**src/rtl/slapstik_pkg.sv**
```systemverilog
// Shared constants and state encoding for the slapstik ROM fetch path.
// The one-word ROM cache is built only when SLAPSTIK_ROM_CACHE_EN is defined.
package slapstik_pkg;

  localparam logic [15:0] BANK_BASE  = 16'h4000;
  localparam logic [15:0] FIXED_BASE = 16'h8000;
  localparam logic [16:0] FIXED_OFS  = 17'h10000;
  localparam logic [15:0] SNOOP_LO   = 16'h6000;
  localparam logic [15:0] SNOOP_HI   = 16'h7FFF;
  localparam logic [1:0]  BS_RESET   = 2'd3;

  typedef enum logic [1:0] {
    ST_IDLE  = 2'd0,
    ST_FETCH = 2'd1,
    ST_DONE  = 2'd2
  } state_t;

  function automatic logic [7:0] sel_byte(input logic [15:0] word, input logic hi);
    return hi ? word[15:8] : word[7:0];
  endfunction

endpackage

```
**src/rtl/slapstik_addr_map.sv**
```systemverilog
// CPU address to ROM word address decode; also reused by the debug ROM-patch path.
module slapstik_addr_map
  import slapstik_pkg::*;
(
  input  logic [15:0] cpu_ad,
  input  logic [1:0]  bs,
  output logic        claimed,
  output logic        snoop,
  output logic [15:0] word_addr,
  output logic        byte_sel
);

  assign claimed  = (cpu_ad >= BANK_BASE);
  assign snoop    = (cpu_ad >= SNOOP_LO) && (cpu_ad <= SNOOP_HI);
  assign byte_sel = cpu_ad[0];

  // Banked window is {bs, ad[13:0]}; fixed window sits at FIXED_OFS in the image.
  always_comb begin
    if (cpu_ad >= FIXED_BASE) word_addr = FIXED_OFS[16:1] + {2'b00, cpu_ad[14:1]};
    else                      word_addr = {1'b0, bs, cpu_ad[13:1]};
  end

endmodule

```
**src/rtl/slapstik_rom_fetch.sv**
```systemverilog
// ROM fetch front end for 6502 reads of 0x4000-0xFFFF with slapstik snoop strobe.
// Optional one-word cache: define SLAPSTIK_ROM_CACHE_EN.
module slapstik_rom_fetch
  import slapstik_pkg::*;
(
  input  logic        CLK,
  input  logic        RST_N,
  input  logic        CPU_REQ,
  input  logic [15:0] CPU_AD,
  output logic        CPU_RDY,
  output logic [7:0]  CPU_DOUT,
  output logic        CPU_DVALID,
  input  logic [1:0]  BS,
  output logic        SS_CS,
  output logic [12:0] SS_AD,
  output logic        ROM_REQ,
  output logic [15:0] ROM_ADDR,
  input  logic        ROM_ACK,
  input  logic [15:0] ROM_DQ,
  output state_t      DBG_STATE
);

  // Handshake: a CPU_REQ is taken only while CPU_RDY is high and the address is
  // claimed; ROM_REQ is a level held until the single-cycle ROM_ACK in FETCH.
  state_t      state;
  logic        claimed, snoop, byte_sel, hit, accept, hi_q;
  logic [15:0] word_addr, word_q;

  slapstik_addr_map u_addr_map (
    .cpu_ad    (CPU_AD),
    .bs        (BS),
    .claimed   (claimed),
    .snoop     (snoop),
    .word_addr (word_addr),
    .byte_sel  (byte_sel)
  );

`ifdef SLAPSTIK_ROM_CACHE_EN
  logic [15:0] tag_q;
  logic        valid_q;
  assign hit = valid_q && (tag_q == word_addr);
`else
  assign hit = 1'b0;
`endif

  assign accept    = (state == ST_IDLE) && CPU_REQ && claimed;
  assign DBG_STATE = state;

  always_ff @(posedge CLK or negedge RST_N) begin
    if (!RST_N) begin
      state      <= ST_IDLE;
      CPU_RDY    <= 1'b1;
      CPU_DOUT   <= 8'hFF;
      CPU_DVALID <= 1'b0;
      SS_CS      <= 1'b0;
      SS_AD      <= '0;
      ROM_REQ    <= 1'b0;
      ROM_ADDR   <= '0;
      word_q     <= '0;
      hi_q       <= 1'b0;
`ifdef SLAPSTIK_ROM_CACHE_EN
      tag_q      <= '0;
      valid_q    <= 1'b0;
`endif
    end else begin
      CPU_DVALID <= 1'b0;
      SS_CS      <= 1'b0;
      case (state)
        ST_IDLE: begin
          if (accept) begin
            hi_q    <= byte_sel;
            CPU_RDY <= 1'b0;
            if (snoop) begin
              SS_CS <= 1'b1;
              SS_AD <= CPU_AD[12:0];
            end
            if (hit) begin
              state <= ST_DONE;
            end else begin
              ROM_REQ  <= 1'b1;
              ROM_ADDR <= word_addr;
              state    <= ST_FETCH;
            end
          end
        end
        ST_FETCH: begin
          if (ROM_ACK) begin
            word_q  <= ROM_DQ;
            ROM_REQ <= 1'b0;
            state   <= ST_DONE;
`ifdef SLAPSTIK_ROM_CACHE_EN
            tag_q   <= ROM_ADDR;
            valid_q <= 1'b1;
`endif
          end
        end
        ST_DONE: begin
          CPU_DVALID <= 1'b1;
          CPU_DOUT   <= sel_byte(word_q, hi_q);
          CPU_RDY    <= 1'b1;
          state      <= ST_IDLE;
        end
        default: state <= ST_IDLE;
      endcase
    end
  end

endmodule

```
**config.mk**
```make
export PLATFORM = sky130hd
export DESIGN_NAME = slapstik_rom_fetch
export DESIGN_NICKNAME = d
export VERILOG_FILES = /design/src/rtl/slapstik_pkg.sv /design/src/rtl/slapstik_addr_map.sv /design/src/rtl/slapstik_rom_fetch.sv
export SDC_FILE = /design/constraint.sdc
export NUM_CORES = 1
export LEC_CHECK = 0
export CAP_MARGIN = 20
export CORE_MARGIN = 3
export CORE_UTILIZATION = 47
export CTS_BUF_LIST = sky130_fd_sc_hd__clkbuf_4
export CTS_CLUSTER_SIZE = 16
export DETAILED_ROUTE_END_ITERATION = 7
export GPL_TIMING_DRIVEN = 0
export HOLD_SLACK_MARGIN = 0.02
export PLACE_DENSITY = 0.91
export REMOVE_ABC_BUFFERS = 1
export SLEW_MARGIN = 25
export SYNTH_ARGS = -nofsm -noshare
export SYNTH_HDL_FRONTEND = slang
export SYNTH_SLANG_ARGS = --single-unit
```
**constraint.sdc**
```tcl
create_clock -name CLK -period 1.9 [get_ports CLK]
set_input_delay 0.19 -clock CLK [delete_from_list [all_inputs] [get_ports CLK]]
set_output_delay 0.19 -clock CLK [all_outputs]
set_load 0.02 [all_outputs]
```
; After elaboration in Yosys (flattened, before gate mapping)
; Index checks and enable logic that the tools add are counted.
[word_totals]
register_bits = 60
wordCells = 45
latch_bits = 0
inputBits = 38
output_inout_bits = 43
mem_count = 0
mem_bits_ro = 0
ram_bits = 0
[classes]
muxes = 14
reduce_logical = 12
div = 0
mul = 0
n_eq_ne = 4
shifts = 0
bitwise_logic = 0
order_cmp = 4
n_addsub = 1
[op_table]
columns = op, n
row1 = 16-bit by 15-bit greater-or-equal comparator with 1-bit output (second input constant), 2
row2 = 16-bit by 14-bit adder with 16-bit output (first input constant), 1
row3 = 16-bit greater-or-equal comparator (second input constant), 1
row4 = 16-bit by 15-bit less-or-equal comparator with 1-bit output (second input constant), 1
row5 = 16-bit 2-to-1 mux, 1
row6 = 8-bit 2-to-1 mux, 1
row7 = 2-bit AND reduction, 4
row8 = 1-bit 2-to-1 mux, 7
row9 = 3-bit AND reduction, 2
row10 = 2-bit 2-to-1 mux, 2
row11 = 2-bit != test (second input constant), 2
row12 = 1-bit case mux with 2 select lines, 2
row13 = 2-bit case mux with 2 select lines, 1
row14 = 2-bit nonzero test, 2
row15 = 1-bit logical AND, 3
row16 = 2-bit by 1-bit == test with 1-bit output (second input constant), 1
row17 = 2-bit == test (second input constant), 1
row18 = 2-bit zero test, 1

; Longest topological paths before layout
; Gate-level depths: netlist of run 1.
[logic_depth]
ltp_word = 5
ltp_mapped = 5
mapped_depth_nobuf = 3

; Cells and area by module
; From an unflattened synthesis of run 1, not the netlist that was laid out.
[hier_totals]
hier_cells = 168
area_unflattened_um2 = 2482.4
[by_module_without_submodules]
columns = module, seq_area_each_um2, cells_each, instances, area_per_inst_um2
row1 = slapstik_rom_fetch, 1512.7, 149, 1, 2333.5
row2 = slapstik_addr_map, 0.0, 19, 1, 148.9

; Least setup slack after synthesis of run 1
; OpenSTA, ideal clock, no wires.
[synth_timing]
path_type = reg2reg
from = register state[1], in the netlist DBG_STATE[1]
to = register SS_AD[0]
arrival_ns = 1.493
required_time_ns = 1.775
setup_time_ns = 0.125
path_stages_with_launch = 6
slack_ns = 0.282
cell_sequence = dfrtp_1 nor3b_2 and4b_1 buf_6 buf_12 mux2_4
[synth_between]
elab_chain_len = 4
[synth_lines]
columns = element, line
row1 = start: declaration, slapstik_rom_fetch.sv:25  ; state_t state;
row2 = start signal: assignment, slapstik_rom_fetch.sv:51  ; state <= ST_IDLE;
row3 = start signal: assignment, slapstik_rom_fetch.sv:78  ; state <= ST_DONE;
row4 = start signal: assignment, slapstik_rom_fetch.sv:82  ; state <= ST_FETCH;
row5 = 2-bit zero test *, "slapstik_rom_fetch.sv:46, slapstik_rom_fetch.sv:68"
row6 = 1-bit logical AND (2 in series), slapstik_rom_fetch.sv:46  ; assign accept = (state == ST_IDLE) && CPU_REQ && claimed;
row7 = 3-bit AND reduction (no line) *, --
row8 = end signal: assignment, slapstik_rom_fetch.sv:75  ; SS_AD <= CPU_AD[12:0];
row9 = end: declaration, slapstik_rom_fetch.sv:15  ; output logic [12:0] SS_AD,
; Mark *: on every way between the ends. The rest lies on a longest branch, timed or not.
; A chain may end at the register's enable or synchronous reset.

; Final worst setup path of run 1
[layout_timing]
from = register state[1], in the netlist DBG_STATE[1]
to = register ROM_ADDR[4]
[layout_between]
elab_chain_len = 4
[layout_lines]
columns = element, line
row1 = 2-bit zero test *, "slapstik_rom_fetch.sv:46, slapstik_rom_fetch.sv:68"
row2 = 1-bit logical AND (2 in series), slapstik_rom_fetch.sv:46
row3 = 2-bit AND reduction (no line) *, --
row4 = end signal: assignment, slapstik_rom_fetch.sv:81  ; ROM_ADDR <= word_addr;
row5 = end: declaration, slapstik_rom_fetch.sv:17  ; output logic [15:0] ROM_ADDR,
; Marked as above.

==> impl_table.tex, run 1 <==
\begin{tabular}{lr}
\hline
Metric & Value \\
\hline
\multicolumn{2}{l}{\textbf{Outcome}} \\
\quad Outcome & complete, no violations \\
\multicolumn{2}{l}{\textbf{Synth}} \\
\quad Synthesized instance count & 154 \\
\quad Number of distinct library cell variants in the gate-level netlist after synthesis & 24 \\
\quad Proportion of synthesized chip area in sequential cells & 0.6377 \\
\quad Total of warnings raised by yosys & 0 \\
\quad Compound-cell area share of the yosys netlist & 0.03270 \\
\quad Dominant combinational cell family by area after synthesis & multiplexers \\
\quad Simple-gate portion of the synthesized area & 0.03956 \\
\quad Post-synthesis cell area & 0.002372 mm2 \\
\quad Synthesized-area fraction occupied by xor and xnor cells & 0 \\
\quad Dominant register cell in the synthesized netlist & sky130\_fd\_sc\_hd\_\_dfrtp\_1 \\
\quad Number of enable flip-flop cells after synthesis & 0 \\
\quad Number of flip-flops and latches in the synthesized netlist & 60 \\
\quad Post-synthesis adder-cell area fraction & 0 \\
\quad Average instance area after synthesis & 15.40 um2 \\
\quad Share of synthesized registers carrying an async set or reset & 1.000 \\
\quad Mux share of post-synthesis cell area & 0.2569 \\
\multicolumn{2}{l}{\textbf{Die}} \\
\quad DIE WIDTH & 77.05 um \\
\quad Core ar. & approximately 0.0048 mm2 \\
\quad Site Rows & 25 \\
\quad Vertical die dimension & between 70 and 80 um \\
\quad Boundary Pins & 81 \\
\quad Starting density of the core & 0.4957 \\
\quad Floorplan die area & 0.005936 mm2 \\
\multicolumn{2}{l}{\textbf{Route}} \\
\quad Initial DRT Pass Iterations & 4 \\
\quad Total wire length & 4.641 mm \\
\quad Mean number of vias per cell & 4.814 \\
\quad Drt wl/cell & 14.92 um \\
\quad DR DRC count & 0 \\
\quad Met2 wire length & between 2 and 2.5 mm \\
\quad Top layer in use & met4 \\
\quad Routed met3 length & 164 um \\
\quad Number of DRC markers after the initial detailed-route iteration & 47 \\
\quad Count of antenna-violating nets left after detailed routing & 0 \\
\quad Met1 wire length & 1.875 mm \\
\quad Count of vias placed by the detailed router & between 1,000 and 1,500 \\
\multicolumn{2}{l}{\textbf{Global route}} \\
\quad Initial antenna violation count & 0 \\
\quad Wire length of the first global-routing pass & about 8 mm \\
\quad Pin count of the biggest net entering global routing & 40 \\
\quad Number of global-route vias before repair & 1,618 \\
\quad Overflow left after global routing & 0 \\
\quad Global-route usage over all layers & 0.1717 \\
\multicolumn{2}{l}{\textbf{Timing}} \\
\quad Post-layout min period & 1.762 ns \\
\quad Headroom to the max-slew limit & 0.6662 \\
\quad \# setup viols final & 0 \\
\quad Setup repair after global routing missed its margin & false \\
\quad Setup\_tns & 0 ns \\
\quad Measured slew at the worst slew-check pin & 0.5007 ns \\
\quad Final worst-path cycle share & 0.9272 \\
\quad Final count of hold timing violations & 0 \\
\quad Count of pins over their slew limit & 0 \\
\quad Max Clock Skew & 0.01034 ns \\
\quad Max frequency & 567.7 MHz \\
\multicolumn{2}{l}{\textbf{Min path}} \\
\quad Worst min-delay path class & primary input to asynchronous set/reset pin \\
\multicolumn{2}{l}{\textbf{Power and ir drop}} \\
\quad Total power & 4.718 mW \\
\quad Power density normalized to cell area & 1416 mW/mm2 \\
\quad Leak Pwr & 1.432 nW \\
\quad Worst supply voltage drop on vdd & 843.1 uV \\
\multicolumn{2}{l}{\textbf{Worst setup path}} \\
\quad Crit path launch type & flop \\
\quad Kind of end point of the critical path & flop \\
\quad Required arrival time at the worst endpoint & 2.17 ns \\
\quad Setup CP Type & flop to flop \\
\quad Data arrival time of the critical path & 2.03 ns \\
\quad Maximum fanout along the worst path & 20 \\
\multicolumn{2}{l}{\textbf{Cells and area}} \\
\quad Most common cell after layout, fill and taps aside & sky130\_fd\_sc\_hd\_\_clkdlybuf4s50\_1 \\
\quad Antenna diode count & 0 \\
\quad Final-layout fill cell count & about 360 \\
\quad Area growth syn-to-layout & 40.45\% \\
\quad Number of nets in the final layout & 277 \\
\quad Top library cells by usage in the layout, fill and taps aside & sky130\_fd\_sc\_hd\_\_clkdlybuf4s50\_1, sky130\_fd\_sc\_hd\_\_dfrtp\_1, sky130\_fd\_sc\_hd\_\_mux2\_2 \\
\quad Share of cells above drive strength 1 & 0.2951 \\
\multicolumn{2}{l}{\textbf{CTS}} \\
\quad CTS root buffer & sky130\_fd\_sc\_hd\_\_clkbuf\_4 \\
\quad TritonCTS clock tree & built \\
\quad Number of H-tree branching levels & 3 \\
\quad CTS Buffer Depth & 2 \\
\quad Number of buffers added by the clock tree synthesis step & 9 \\
\quad Clock sink count & 60 \\
\quad Setup Fix Bufs, Post-CTS & 0 \\
\quad Worst skew pair latency & 0.39 ns \\
\quad Clk slew on worst S/H paths & 0.10 ns \\
\multicolumn{2}{l}{\textbf{Run}} \\
\quad Number of max-capacitance violations reported & 0 \\
\multicolumn{2}{l}{\textbf{Place}} \\
\quad Count of input and output buffers & 80 \\
\quad Final estimated routing congestion in global placement & 0.7120 \\
\quad Final HPWL DP & 3.400 mm \\
\hline
\end{tabular}
## critical path, stage by stage (launching register included)
cell and delay [ns]:
sky130_fd_sc_hd__dfrtp_1 0.43, sky130_fd_sc_hd__nor3b_2 0.31, sky130_fd_sc_hd__o21a_2 0.51, sky130_fd_sc_hd__mux2_2 0.40
## per-stage QoR
stage	cell area, um2	util	worst slack (ns)	instances	hold WS [ns]
floorplan	2312	-	0.02478	146	-0.1056
global placement	3197	0.6680	-1.180	293	0.4519
detailed placement	3214	0.6716	-0.3501	294	0.09340
CTS	3329	0.6957	0.06383	311	0.1970
global route	3332	0.6962	0.04191	311	0.2210
finish	3332	0.6962	0.1384	311	0.2207
## metal layers
layer | vias up | GRT usage
met4 | 0 | 0.1014
met3 | 9 | 0.03991
li1 | 712 | -
met1 | 735 | 0.1973
met5 | - | 0
met2 | 41 | 0.2918
## power by group
part	leakage, nW	internal, mW	switching [mW]
clock	0.0608	0.280	0.417
combinational	0.666	1.07	0.828
sequential	0.705	1.83	0.286
## path summary, 6_finish.rpt
path / cells past startpoint / start / slack, ns / end
hold reg to reg: 2 / CPU_RDY / 0.47 / CPU_RDY
max in group asynchronous: 3 / RST_N / 1.12 / CPU_DOUT[2]
setup / recovery: 3 / DBG_STATE[1] / 0.14 / ROM_ADDR[4]
hold / removal: 2 / RST_N / 0.22 / ROM_ADDR[7]
setup reg to reg: 3 / DBG_STATE[1] / 0.14 / ROM_ADDR[4]
min in group CLK: 2 / ROM_DQ[0] / 0.41 / word_q[0]
## registers in the layout (all words and copies together), names as in the netlist
signal,flops
CPU_DOUT,8
CPU_DVALID,1
CPU_RDY,1
DBG_STATE,2
ROM_ADDR,16
ROM_REQ,1
SS_AD,13
SS_CS,1
hi_q,1
word_q,16
## synth_stat cells (2+ instances only)
cell | count | share of area
sky130_fd_sc_hd__buf_2 | 2 | 0.0042
sky130_fd_sc_hd__inv_1 | 5 | 0.0079
sky130_fd_sc_hd__clkbuf_1 | 3 | 0.0047
sky130_fd_sc_hd__mux2i_1 | 8 | 0.034
sky130_fd_sc_hd__o21ai_0 | 10 | 0.021
sky130_fd_sc_hd__mux2_2 | 35 | 0.17
sky130_fd_sc_hd__dfrtp_1 | 51 | 0.54
sky130_fd_sc_hd__dfstp_2 | 9 | 0.10
sky130_fd_sc_hd__mux2_4 | 9 | 0.057
sky130_fd_sc_hd__nand2_1 | 8 | 0.013
## layout make-up
type | count | area (um2) | share of cell area
sequential | 60 | 1513 | 0.4540
timing repair buffer | 82 | 828.3 | 0.2486
multi-input combinational | 81 | 785.8 | 0.2358
tap | 67 | 83.83 | 0.02516
clock buffer | 11 | 82.58 | 0.02478
clock inverter | 5 | 20.02 | 0.006008
inverter | 5 | 18.77 | 0.005633
## what timing repair did
| action | 4_1_cts | 5_1_grt |
|---|---|---|
| pin swaps | 0 | 0 |
| setup endpoints to repair | 28 | 4 |
| hold buffers | 1 | 0 |
| hold endpoints to repair | 54 | 0 |
| gates resized for setup | 2 | 1 |
## logic make-up (layout without fill, tap and decap cells)
kind of cell	count (synthesis)	count (layout)
buf+inv	13	103
mux	52	52
flops	60	60
simple gates	15	15
compound gates	14	14
Power figures use the tool's default switching activity.
==> run 2: changes to the inputs <==
Settings changed: CAP_MARGIN 20 to unset.
Clock period 1.9 ns to 2.2 ns, I/O delays scaled along.
==> impl_table.tex, run 2 (synthesized netlist as in run 1, its figures left out) <==
\begin{tabular}{lr}
\hline
Metric & Value \\
\hline
\multicolumn{2}{l}{\textbf{Power and ir drop}} \\
\quad Power density normalized to cell area & 1225 mW/mm2 \\
\quad Total power & a little over 4 mW \\
\quad Leak Pwr & 1.433 nW \\
\quad Worst supply voltage drop on vdd & 729.2 uV \\
\multicolumn{2}{l}{\textbf{CTS}} \\
\quad Number of H-tree branching levels & 3 \\
\quad Worst skew pair latency & 0.38 ns \\
\quad Clock sink count & 60 \\
\quad Clk slew on worst S/H paths & 0.10 ns \\
\quad CTS root buffer & sky130\_fd\_sc\_hd\_\_clkbuf\_4 \\
\quad CTS Buffer Depth & 2 \\
\quad TritonCTS clock tree & built \\
\quad Number of buffers added by the clock tree synthesis step & 9 \\
\quad Setup Fix Bufs, Post-CTS & 0 \\
\multicolumn{2}{l}{\textbf{Route}} \\
\quad Initial DRT Pass Iterations & 2 \\
\quad DR DRC count & 0 \\
\quad Drt wl/cell & 14.91 um \\
\quad Number of DRC markers after the initial detailed-route iteration & 43 \\
\quad Mean number of vias per cell & 4.772 \\
\quad Count of antenna-violating nets left after detailed routing & 0 \\
\quad Count of vias placed by the detailed router & 1,484 \\
\quad Total wire length & approximately 4.6 mm \\
\multicolumn{2}{l}{\textbf{Cells and area}} \\
\quad Antenna diode count & 0 \\
\quad Share of cells above drive strength 1 & 0.2869 \\
\quad Number of nets in the final layout & between 200 and 300 \\
\quad Most common cell after layout, fill and taps aside & sky130\_fd\_sc\_hd\_\_clkdlybuf4s50\_1 \\
\quad Total non-filler cell area in the finished layout & 0.003327 mm2 \\
\quad Core utilization of the finished layout & 0.6952 \\
\quad Top library cells by usage in the layout, fill and taps aside & sky130\_fd\_sc\_hd\_\_clkdlybuf4s50\_1, sky130\_fd\_sc\_hd\_\_dfrtp\_1, sky130\_fd\_sc\_hd\_\_mux2\_2 \\
\quad Regs by FF count & ROM\_ADDR: 16 flops, word\_q: 16 flops, SS\_AD: 13 flops \\
\quad Final-layout fill cell count & 359 \\
\quad Area growth syn-to-layout & 40.24\% \\
\multicolumn{2}{l}{\textbf{Global route}} \\
\quad Overflow left after global routing & 0 \\
\quad Global-route usage over all layers & 0.1712 \\
\quad Number of global-route vias before repair & 1,608 \\
\quad Wire length of the first global-routing pass & 7.748 mm \\
\quad Pin count of the biggest net entering global routing & 40 \\
\quad Initial antenna violation count & 0 \\
\multicolumn{2}{l}{\textbf{Worst setup path}} \\
\quad Number of cells on the worst reg-to-reg path & 3 \\
\quad Crit path launch type & flop \\
\quad Maximum fanout along the worst path & 14 \\
\quad Worst setup path startpoint & DBG\_STATE[1] \\
\quad FF-to-FF Start & DBG\_STATE[1] \\
\quad Internal reg-to-reg setup slack & 0.14 ns \\
\quad Kind of end point of the critical path & flop \\
\quad Critical path endpoint & SS\_AD[3] \\
\quad Required arrival time at the worst endpoint & 2.46 ns \\
\quad Endpoint of the worst-slack reg-to-reg timing path & SS\_AD[3] \\
\quad Data arrival time of the critical path & 2.32 ns \\
\quad Setup CP Type & flop to flop \\
\multicolumn{2}{l}{\textbf{Die}} \\
\quad Floorplan die area & a little under 0.006 mm2 \\
\quad Boundary Pins & $\sim$80 \\
\quad Core ar. & between 0.004 and 0.005 mm2 \\
\quad Site Rows & 25 \\
\quad DIE WIDTH & 77.05 um \\
\quad Starting density of the core & 0.4957 \\
\quad Vertical die dimension & 77.05 um \\
\multicolumn{2}{l}{\textbf{Timing}} \\
\quad Headroom to the max-slew limit & 0.4268 \\
\quad Post-layout min period & 2.063 ns \\
\quad Setup repair after global routing missed its margin & false \\
\quad Measured slew at the worst slew-check pin & 0.8598 ns \\
\quad \# setup viols final & 0 \\
\quad Max Clock Skew & 0.01135 ns \\
\quad Max frequency & about 480 MHz \\
\quad Final worst-path cycle share & 0.9377 \\
\quad Setup WS post-layout & approximately 0.14 ns \\
\quad Count of pins over their slew limit & 0 \\
\quad Setup\_tns & 0 ns \\
\quad Final count of hold timing violations & 0 \\
\multicolumn{2}{l}{\textbf{Outcome}} \\
\quad Outcome & complete, no violations \\
\multicolumn{2}{l}{\textbf{Place}} \\
\quad Final estimated routing congestion in global placement & 0.7120 \\
\quad Placed instance area & roughly 0.0032 mm2 \\
\quad Pre-CTS setup slack & -0.08013 ns \\
\quad Final HPWL DP & 3.400 mm \\
\quad Count of input and output buffers & 80 \\
\multicolumn{2}{l}{\textbf{Min path}} \\
\quad Worst min-delay path class & primary input to asynchronous set/reset pin \\
\multicolumn{2}{l}{\textbf{Run}} \\
\quad Number of max-capacitance violations reported & 0 \\
\hline
\end{tabular}
run 2: cell types whose count changed in the layout (fill, tap and decap cells not counted):
cell / change
sky130_fd_sc_hd__and4b_1: +1
sky130_fd_sc_hd__and4b_4: -1
sky130_fd_sc_hd__o21a_1: +1
sky130_fd_sc_hd__o21a_2: -1
run 2: final cells by class:
type | count | area (um2) | area share
inverter | 5 | 18.77 | 0.005641
multi-input combinational | 81 | 780.7 | 0.2347
clock inverter | 5 | 20.02 | 0.006017
timing repair buffer | 82 | 828.3 | 0.2490
sequential | 60 | 1513 | 0.4547
tap | 67 | 83.83 | 0.02520
clock buffer | 11 | 82.58 | 0.02482
run 2: metrics by stage:
| stage | hold WS (ns) | std cells |
|---|---|---|
| after floorplan | -0.07559 | 146 |
| after global placement | 0.4519 | 293 |
| after detailed placement | 0.1234 | 294 |
| after CTS | 0.2270 | 311 |
| after global routing | 0.2510 | 311 |
| final | 0.2564 | 311 |
run 2: timing repair:
action                     in CTS  in global routing
hold buffers                    1                  0
setup endpoints to repair       0                  0
hold endpoints to repair       54                  0
gates resized for setup         0                  0
run 2: critical path: stages, from the launching register on:
cell	delay, ns
sky130_fd_sc_hd__dfrtp_1	0.43
sky130_fd_sc_hd__nor3b_2	0.30
sky130_fd_sc_hd__and4b_1	0.80
sky130_fd_sc_hd__mux2_2	0.42
run 2: report_power, final:
group / leakage (nW) / switching, mW / internal (mW)
combinational: 0.668 / 0.714 / 0.928
sequential: 0.705 / 0.248 / 1.58
clock: 0.0608 / 0.361 / 0.242
run 2: per-layer routing:
| layer | wire length, um | track usage | up-vias |
|---|---|---|---|
| met2 | 2451 | 0.2901 | 38 |
| met1 | 1922 | 0.1973 | 724 |
| met5 | 0 | 0 | - |
| li1 | - | - | 713 |
| met3 | 159 | 0.03991 | 9 |
| met4 | 104 | 0.1014 | 0 |
run 2: worst min path at each step:
stage / startpoint / cells past startpoint / slack [ns] / to
after floorplan: RST_N / 0 / -0.08 / CPU_DVALID
after detailed placement: RST_N / 1 / 0.12 / CPU_DVALID
after global placement: CPU_RDY / 2 / 0.45 / CPU_RDY
final: RST_N / 2 / 0.26 / SS_AD[8]
after CTS: RST_N / 2 / 0.23 / CPU_DVALID
after global routing: RST_N / 2 / 0.25 / SS_AD[7]
==> run 3: changes to the inputs <==
Settings changed: CAP_MARGIN set to 20.
==> results of run 3 <==
Same layout as run 2: the final DEF is identical, and so are final timing and power.
